$ cat config.mk
export PLATFORM = sky130hd
export DESIGN_NAME = hazard_detect
export DESIGN_NICKNAME = d
export VERILOG_FILES = /design/src/rtl/hazard_detect_pkg.sv /design/src/rtl/hazard_md_timer.sv /design/src/rtl/hazard_detect.sv
export SDC_FILE = /design/constraint.sdc
export NUM_CORES = 1
export LEC_CHECK = 0
export CORE_ASPECT_RATIO = 0.7
export CORE_MARGIN = 1
export CORE_UTILIZATION = 45
export DETAILED_ROUTE_END_ITERATION = 7
export PLACE_DENSITY = 0.75
export SETUP_SLACK_MARGIN = 0.5
export SYNTH_ARGS = -nofsm -noshare
export SYNTH_HDL_FRONTEND = slang
export SYNTH_SLANG_ARGS = --single-unit
$ cat constraint.sdc
create_clock -name clk -period 2.2 [get_ports clk]
set_input_delay 0.44 -clock clk [delete_from_list [all_inputs] [get_ports clk]]
set_output_delay 0.44 -clock clk [all_outputs]
set_load 0.03 [all_outputs]
$ cat src/rtl/hazard_detect_pkg.sv
// rtl/hazard_detect_pkg.sv - shared pipeline constants for hazard detection
package hazard_detect_pkg;

  typedef enum logic {
    MD_IDLE = 1'b0,
    MD_BUSY = 1'b1
  } md_state_e;

  localparam int MUL_LAT_DEFAULT = 4;
  localparam int DIV_LAT_DEFAULT = 32;
  localparam int COUNT_W         = 6;

endpackage

$ cat src/rtl/hazard_md_timer.sv
// rtl/hazard_md_timer.sv - occupancy timer for the multi-cycle mult/div unit
module hazard_md_timer
  import hazard_detect_pkg::*;
#(
  parameter int MUL_LAT = MUL_LAT_DEFAULT,
  parameter int DIV_LAT = DIV_LAT_DEFAULT
) (
  input  logic clk,
  input  logic rst,
  input  logic start,
  input  logic is_div,
  output logic busy
);

  localparam logic [COUNT_W-1:0] MUL_CNT = COUNT_W'(MUL_LAT - 1);
  localparam logic [COUNT_W-1:0] DIV_CNT = COUNT_W'(DIV_LAT - 1);

  md_state_e          state_q, state_d;
  logic [COUNT_W-1:0] count_q, count_d;
  logic [COUNT_W-1:0] start_cnt;

  assign start_cnt = is_div ? DIV_CNT : MUL_CNT;

  always_comb begin
    state_d = state_q;
    count_d = count_q;
    case (state_q)
      MD_IDLE: begin
        // A single-cycle operation has nothing left to occupy after issue.
        if (start && (start_cnt != '0)) begin
          state_d = MD_BUSY;
          count_d = start_cnt;
        end
      end
      MD_BUSY: begin
        if (count_q == COUNT_W'(1)) begin
          state_d = MD_IDLE;
          count_d = '0;
        end else begin
          count_d = count_q - COUNT_W'(1);
        end
      end
      default: begin
        state_d = MD_IDLE;
        count_d = '0;
      end
    endcase
  end

  always_ff @(posedge clk) begin
    if (rst) begin
      state_q <= MD_IDLE;
      count_q <= '0;
    end else begin
      state_q <= state_d;
      count_q <= count_d;
    end
  end

  // Reset forces an idle view immediately so a pending mfhi is not held off.
  assign busy = (state_q == MD_BUSY) && !rst;

endmodule

$ cat src/rtl/hazard_detect.sv
// rtl/hazard_detect.sv - load-use and mult/div occupancy stall generation
module hazard_detect
  import hazard_detect_pkg::*;
#(
  parameter int MUL_LAT = MUL_LAT_DEFAULT,
  parameter int DIV_LAT = DIV_LAT_DEFAULT
) (
  input  logic        clk,
  input  logic        rst,
  input  logic [4:0]  IdRs,
  input  logic [4:0]  IdRt,
  input  logic        IdUsesRs,
  input  logic        IdUsesRt,
  input  logic        IdIsMulDiv,
  input  logic        IdIsDiv,
  input  logic        IdReadsHiLo,
  input  logic [1:0]  ExMemRead,
  input  logic        ExRegWrite,
  input  logic [4:0]  ExWriteReg,
  input  logic        StatClear,
  output logic        Hazard,
  output logic        PcWrite,
  output logic        IfIdWrite,
  output logic        MdStart,
  output logic        MdBusy,
  output logic [31:0] StallCount
);

  logic        load_use;
  logic        md_conflict;
  logic        md_busy;
  logic [31:0] stall_count_q, stall_count_d;

  // A load into $0 never produces a value worth waiting for.
  assign load_use = (ExMemRead != 2'b00) && ExRegWrite && (ExWriteReg != 5'd0) &&
                    ((IdUsesRs && (IdRs == ExWriteReg)) ||
                     (IdUsesRt && (IdRt == ExWriteReg)));

  assign md_conflict = md_busy && (IdReadsHiLo || IdIsMulDiv);
  assign Hazard      = load_use || md_conflict;
  assign PcWrite     = ~Hazard;
  assign IfIdWrite   = ~Hazard;
  assign MdStart     = IdIsMulDiv && !Hazard && !md_busy;
  assign MdBusy      = md_busy;

  hazard_md_timer #(
    .MUL_LAT (MUL_LAT),
    .DIV_LAT (DIV_LAT)
  ) u_md_timer (
    .clk    (clk),
    .rst    (rst),
    .start  (MdStart),
    .is_div (IdIsDiv),
    .busy   (md_busy)
  );

  always_comb begin
    stall_count_d = stall_count_q;
    if (StatClear) begin
      stall_count_d = '0;
    end else if (Hazard && (stall_count_q != 32'hFFFF_FFFF)) begin
      stall_count_d = stall_count_q + 32'd1;
    end
  end

  always_ff @(posedge clk) begin
    if (rst) begin
      stall_count_q <= '0;
    end else begin
      stall_count_q <= stall_count_d;
    end
  end

  assign StallCount = stall_count_q;

endmodule

After elaboration in Yosys (flattened, before gate mapping)
Index checks and enable logic that the tools add are counted.

Logic and storage cells: 40. Bits in registers: 39. Output and inout port bits: 37. Bits of input ports: 26.

Bitwise logic cells: 2. Mux-type cells: 7. Add/sub/neg operators: 2. Eq/ne operators: 5. Reductions and logical operators: 21.

Operators with widths (number): 32-bit by 1-bit adder with 32-bit output, second input constant (1); 32-bit != test, second input constant (1); 6-bit two-way mux (2); 6-bit one-hot mux with 2 select lines (1); 1-bit logical AND (11); 5-bit == test (2); 6-bit by 1-bit == test with 1-bit output, second input constant (1); 6-bit nonzero test (1); 6-bit by 1-bit subtractor with 6-bit output, second input constant (1); 5-bit two-way mux (1); 5-bit nonzero test (1); 1-bit zero test (3); 1-bit logical OR (3); 1-bit two-way mux (2); 2-bit by 1-bit != test with 1-bit output, second input constant (1); 1-bit inverter (2); 1-bit one-hot mux with 2 select lines (1); 2-bit nonzero test (1); 2-bit OR reduction (1).

Logic depth before layout (Yosys ltp)
Gate-level depths: netlist of the first run.

Depth in word-level cells: 11. Gate-level depth with buffers: 9. Gate-level depth less buffers: 8.

Cells and area by module
From an unflattened synthesis of the first run, not the netlist that was laid out.

Cell total of the unflattened synthesis: 270. Area total of the unflattened synthesis: 2219.6 um^2.

Modules (own cells, without submodules): hazard_detect (area each 1806.7 um^2, times used 1, cells each 221); hazard_md_timer (area each 412.9 um^2, times used 1, cells each 49).

Worst setup path after synthesis of the first run
Ideal clock, no wire load.

Path type: in2out. From: in rst. To: out PcWrite. Buffers on the path: 2. Arrival time: 1.738 ns. Slack: 0.022 ns. Cell stages on the path: 6. Cell sequence: nor2b_1 -> o21ai_0 -> a21bo_2 -> buf_6 -> inv_2 -> buf_4.

Word-level cells in the longest chain between the ends: 5.

Ends and longest elaborated chain: start, declared (line hazard_detect.sv:9) `input logic rst,`; 1-bit zero test (line hazard_md_timer.sv:61) `assign busy = (state_q == MD_BUSY) && !rst;`; 1-bit logical AND (line hazard_md_timer.sv:61); 1-bit logical AND (line hazard_detect.sv:39) `assign md_conflict = md_busy && (IdReadsHiLo || IdIsMulDiv);`; 1-bit logical OR (line hazard_detect.sv:40) `assign Hazard = load_use || md_conflict;`; 1-bit inverter; end, declared (line hazard_detect.sv:22) `output logic PcWrite,`.

Every way passes these cells.

Final worst setup path of the first run
From: reg stall_count_q[27] (netlist: StallCount[27]). To: reg stall_count_q[27] (netlist: StallCount[27]).

Word-level cells in the longest chain between the ends: 2. Elaborated cells on any way between the ends: 3. Classes of those cells: add/sub: 1; eq/ne: 1; reduce/logical: 1.

Ends and longest elaborated chain: start, declared (line hazard_detect.sv:32) `logic [31:0] stall_count_q, stall_count_d;`; start signal, assigned (line hazard_detect.sv:70) `stall_count_q <= stall_count_d;`; branches (longest 2 deep; another with 32-bit by 1-bit adder with 32-bit output).

Several ways; the timed one is not identified. A chain may end at the register's enable or synchronous reset.

==> impl_metrics.prom, run 1 <==
# TYPE chip_impl_metric gauge
chip_impl_metric{name="post_detailed_route_drc_marker_count",unit=""} 14
chip_impl_metric{name="route.detailed.wl_per_inst",unit="µm"} 17.5
chip_impl_metric{name="critical_path_arrival",unit="ns"} 2.17
chip_impl_info{name="layout.cells.most_common",value="dlygate4sd2_1"} 1
chip_impl_info{name="failed_checks",value="design-rule violations"} 1
chip_impl_metric{name="first_global_vias",unit=""} 2096
chip_impl_metric{name="critical_path_required",unit="ns"} 2.41
chip_impl_metric{name="finalCoreUtilization",unit="%"} 80.4
chip_impl_info{name="r2r-start",value="StallCount[27]"} 1
chip_impl_metric{name="reg2reg_setup_slack",unit="ns"} 0.24
chip_impl_metric{name="synth_area",unit="µm²"} 2130
chip_impl_metric{name="power_per_cell_area",unit="nW/µm²"} 438
chip_impl_metric{name="power.total",unit="mW"} 1.57
chip_impl_metric{name="synth_seq_cells",unit=""} 39
chip_impl_metric{name="max_slew.worst_pin.slew",unit="ns"} 0.379
chip_impl_info{name="rsz0062_at_grt",value="true"} 1
chip_impl_info{name="cts_tree",value="yes"} 1
chip_impl_metric{name="n_antenna_cell",unit=""} 0
chip_impl_metric{name="nNetsFinal",unit=""} 395
chip_impl_metric{name="power.sequential.fraction",unit="%"} 46.2
chip_impl_metric{name="netlist-cell-type-count",unit=""} 45
chip_impl_info{name="regToRegEndpoint",value="StallCount[27]"} 1
chip_impl_info{name="worst_hold_path_type",value="reg -> reg"} 1
chip_impl_metric{name="cts.clk_slew.worst_paths",unit="ns"} 0.08
chip_impl_metric{name="internal",unit="mW"} 1.15
chip_impl_info{name="status",value="finished, violations left"} 1
chip_impl_metric{name="num-fill-cells",unit=""} 276
chip_impl_metric{name="tritoncts_num_sinks",unit=""} 39
chip_impl_metric{name="cts_buffer_depth",unit=""} 2
chip_impl_metric{name="placement.cell_area",unit="µm²"} 3040
chip_impl_metric{name="async_reset_ff_share",unit="%"} 0
chip_impl_metric{name="finalHoldWorstSlack",unit="ns"} 0.513
chip_impl_info{name="path_class",value="reg -> reg"} 1
chip_impl_metric{name="routabilityCongestion",unit=""} 0.901
chip_impl_metric{name="die_h",unit="µm"} 59.6
chip_impl_metric{name="synth_sequential_area_ratio",unit="%"} 36.6
chip_impl_metric{name="cts-buffers-inserted",unit=""} 5
chip_impl_metric{name="cp_max_fo",unit=""} 8
chip_impl_metric{name="drt_wl_total",unit="µm"} 7370
chip_impl_metric{name="synth_edf_count",unit=""} 0
chip_impl_metric{name="detail-route-antenna-nets",unit=""} 0
chip_impl_metric{name="num_io_pins",unit=""} 63
chip_impl_metric{name="initial_utilization",unit="%"} 47.9
chip_impl_metric{name="die-area",unit="µm²"} 5020
chip_impl_metric{name="report.final.slew_viol_count",unit=""} 0
chip_impl_metric{name="grt_first_pass_wirelength",unit="µm"} 9780
chip_impl_metric{name="fin_area",unit="µm²"} 3580
chip_impl_metric{name="seq_area",unit="µm²"} 827
chip_impl_metric{name="area_delta_synth_final",unit="%"} 68.1
chip_impl_info{name="hold_path_startpoint",value="StallCount[29]"} 1
chip_impl_metric{name="area_used_by_multi_input_combinational_logic",unit="µm²"} 1520
chip_impl_metric{name="report.final.hold_viol_count",unit=""} 0
chip_impl_info{name="worst_hold_path.endpoint",value="StallCount[29]"} 1
chip_impl_metric{name="drt-vias-per-instance",unit=""} 5.78
chip_impl_metric{name="rr_worst_depth",unit=""} 8
chip_impl_info{name="most-common-layout-cells",value="dlygate4sd2_1 (40), buf_4 (30), nor2_1 (29)"} 1
chip_impl_metric{name="pwr-share-comb",unit="%"} 18.6
chip_impl_metric{name="power.net_switching",unit="mW"} 0.421
chip_impl_metric{name="gate_count_after_technology_mapping",unit=""} 256
chip_impl_metric{name="global_route.usage.total",unit="%"} 25.1
chip_impl_metric{name="globalRoute.totalOverflow",unit=""} 0
chip_impl_metric{name="layout-drive-gt1-share",unit="%"} 41.1
chip_impl_metric{name="p_sw_share",unit="%"} 26.9
chip_impl_metric{name="slew-limit-headroom",unit="%"} 74.5
chip_impl_metric{name="fp-row-count",unit=""} 20
chip_impl_metric{name="grt_max_degree",unit=""} 13
chip_impl_metric{name="setup_viol",unit=""} 0
chip_impl_metric{name="fin_crit_sh",unit="%"} 88.9
chip_impl_metric{name="synthesis.yosys.warnings",unit=""} 0
chip_impl_info{name="cp-start-kind",value="flop"} 1
chip_impl_metric{name="count_of_maximum_capacitance_violations",unit=""} 0
chip_impl_info{name="synth_top_flop_cell",value="dfxtp_1"} 1
chip_impl_metric{name="port_buffers",unit=""} 62
chip_impl_metric{name="pwr-share-clk",unit="%"} 35.1
chip_impl_metric{name="vias",unit=""} 2439
chip_impl_metric{name="dr.pass1.iters",unit=""} 6
chip_impl_metric{name="clk_latency",unit="ns"} 0.30
chip_impl_metric{name="drt-initial-drc-count",unit=""} 172
chip_impl_metric{name="detailed_place_hpwl",unit="µm"} 4090
chip_impl_info{name="worst_setup_path_end_kind",value="flop"} 1
chip_impl_metric{name="dieWidth",unit="µm"} 84.3
chip_impl_metric{name="grt_antenna_before_repair",unit=""} 0
chip_impl_info{name="cts-root-buf",value="clkbuf_8"} 1
chip_impl_metric{name="period_minus_slack",unit="ns"} 1.96
chip_impl_metric{name="power.static_leakage",unit="nW"} 1.53
chip_impl_metric{name="synth.net_count",unit=""} 285
chip_impl_metric{name="syn-mean-instance-area",unit="µm²"} 8.33
chip_impl_metric{name="htree_levels",unit=""} 2
chip_impl_metric{name="core_region_area",unit="µm²"} 4450
chip_impl_metric{name="final.setup_skew",unit="ns"} 0.00415
chip_impl_metric{name="hold-path-cell-count",unit=""} 2
chip_impl_metric{name="power.ir.vdd_worst",unit="mV"} 0.336
chip_impl_metric{name="max_clock_freq",unit="MHz"} 511
## routing by layer
layer / GRT usage, % / vias to the layer above / share of wire [%]
met3: 5.01 / 27 / 8.2
met2: 42.7 / 125 / 47
met4: 5.91 / 0 / 3.2
met1: 33.2 / 1155 / 42
li1: - / 1132 / -
met5: 0 / - / 0
## state kept, by name, indices dropped and copies added, names as in the netlist
| name | count |
|---|---|
| StallCount | 32 |
| u_md_timer.state_q | 1 |
| u_md_timer.count_q | 6 |
## cell type report
cell class	instances	share of cell area, %
Clock buffer	7	2.69
Clock inverter	1	0.209
Inverter	6	0.768
Multi-Input combinational cell	201	42.3
Sequential cell	39	23.1
Tap cell	55	1.92
Timing Repair Buffer	113	29.0
## worst max path at each step
stage	depth (start not counted)	startpoint	slack, ns	to
6_report	8	StallCount[27]	0.24	StallCount[27]
5_1_grt	5	StallCount[14]	0.16	StallCount[27]
4_1_cts	7	IdRs[2]	0.26	Hazard
3_5_place_dp	7	ExWriteReg[2]	-0.58	PcWrite
3_3_place_gp	7	ExWriteReg[2]	-0.50	IfIdWrite
2_1_floorplan	4	ExWriteReg[0]	0.39	MdStart
## cells by family after synthesis
family / after synthesis / synth area share, %
xor gates and xnor gates: 27 / 11.1
AOI/OAI and AO/OA: 43 / 11.8
DFF: 39 / 36.6
buffers and inverters: 16 / 3.81
and+or+nand+nor: 127 / 34.4
adders and majority gates: 3 / 1.76
muxes: 1 / 0.470
## synth_stat cells, types with 2 or more instances
master / number / area, µm²
a21oi_1: 15 / 75.1
a31oi_1: 3 / 18.8
and3_1: 4 / 25.0
and3_4: 2 / 22.5
buf_2: 2 / 10.0
buf_6: 2 / 22.5
clkbuf_1: 5 / 18.8
dfxtp_1: 39 / 781
ha_1: 3 / 37.5
inv_1: 5 / 18.8
nand2_1: 21 / 78.8
nand2_4: 2 / 22.5
nand3_1: 17 / 85.1
nand3_2: 2 / 20.0
nand4_1: 12 / 75.1
nor2_1: 31 / 116
nor2b_1: 4 / 25.0
nor3_1: 6 / 30.0
o211ai_1: 4 / 30.0
o21ai_0: 13 / 65.1
o22ai_1: 2 / 12.5
o31ai_1: 2 / 15.0
or3_1: 9 / 56.3
or4_1: 5 / 37.5
xnor2_1: 12 / 105
xor2_1: 15 / 131
## worst max-delay path, cell delays in order, from the launching register on
cell and delay (ns):
dfxtp_4 0.37, and4_4 0.20, and3_4 0.19, nand3_4 0.09
nand4b_4 0.20, buf_6 0.13, nand4_4 0.16, or3_1 0.36
a21oi_1 0.19
## stage by stage
stage	cells	TNS (ns)	setup slack, ns
floorplan	256	0	0.393
global placement	385	-10.72	-0.498
detailed placement	385	-14.46	-0.576
CTS	409	0	0.258
global route	422	0	0.158
finish	422	0	0.244
## what timing repair did
action / CTS / global route
hold buffers: 0 / 0
pin swaps: 34 / 42
buffers inserted: 16 / 13
gates resized for setup: 151 / 39
endpoints found under the setup margin: 76 / 42
## power groups by stage
| stage | logic, mW | clock network, mW | registers [mW] |
|---|---|---|---|
| floorplan | 0.140 | 0 | 0.741 |
| global placement | 0.237 | 0 | 0.742 |
| detailed placement | 0.240 | 0 | 0.742 |
| CTS | 0.257 | 0.555 | 0.724 |
| global route | 0.313 | 0.588 | 0.727 |
| finish | 0.292 | 0.551 | 0.725 |
(Power assumes the default switching activity.)
==> inputs of run 2 (changes only) <==
--- a/config.mk
+++ b/config.mk
@@ -5,9 +5,11 @@
 export SDC_FILE = /design/constraint.sdc
 export NUM_CORES = 1
 export LEC_CHECK = 0
+export ABC_CLOCK_PERIOD_IN_PS = 2200
 export CORE_ASPECT_RATIO = 0.7
 export CORE_MARGIN = 1
 export CORE_UTILIZATION = 45
+export CTS_CLUSTER_SIZE = 14
 export DETAILED_ROUTE_END_ITERATION = 7
 export PLACE_DENSITY = 0.75
 export SETUP_SLACK_MARGIN = 0.5
==> results of run 2 <==
Final layout, timing and power as in run 1 (identical DEF).
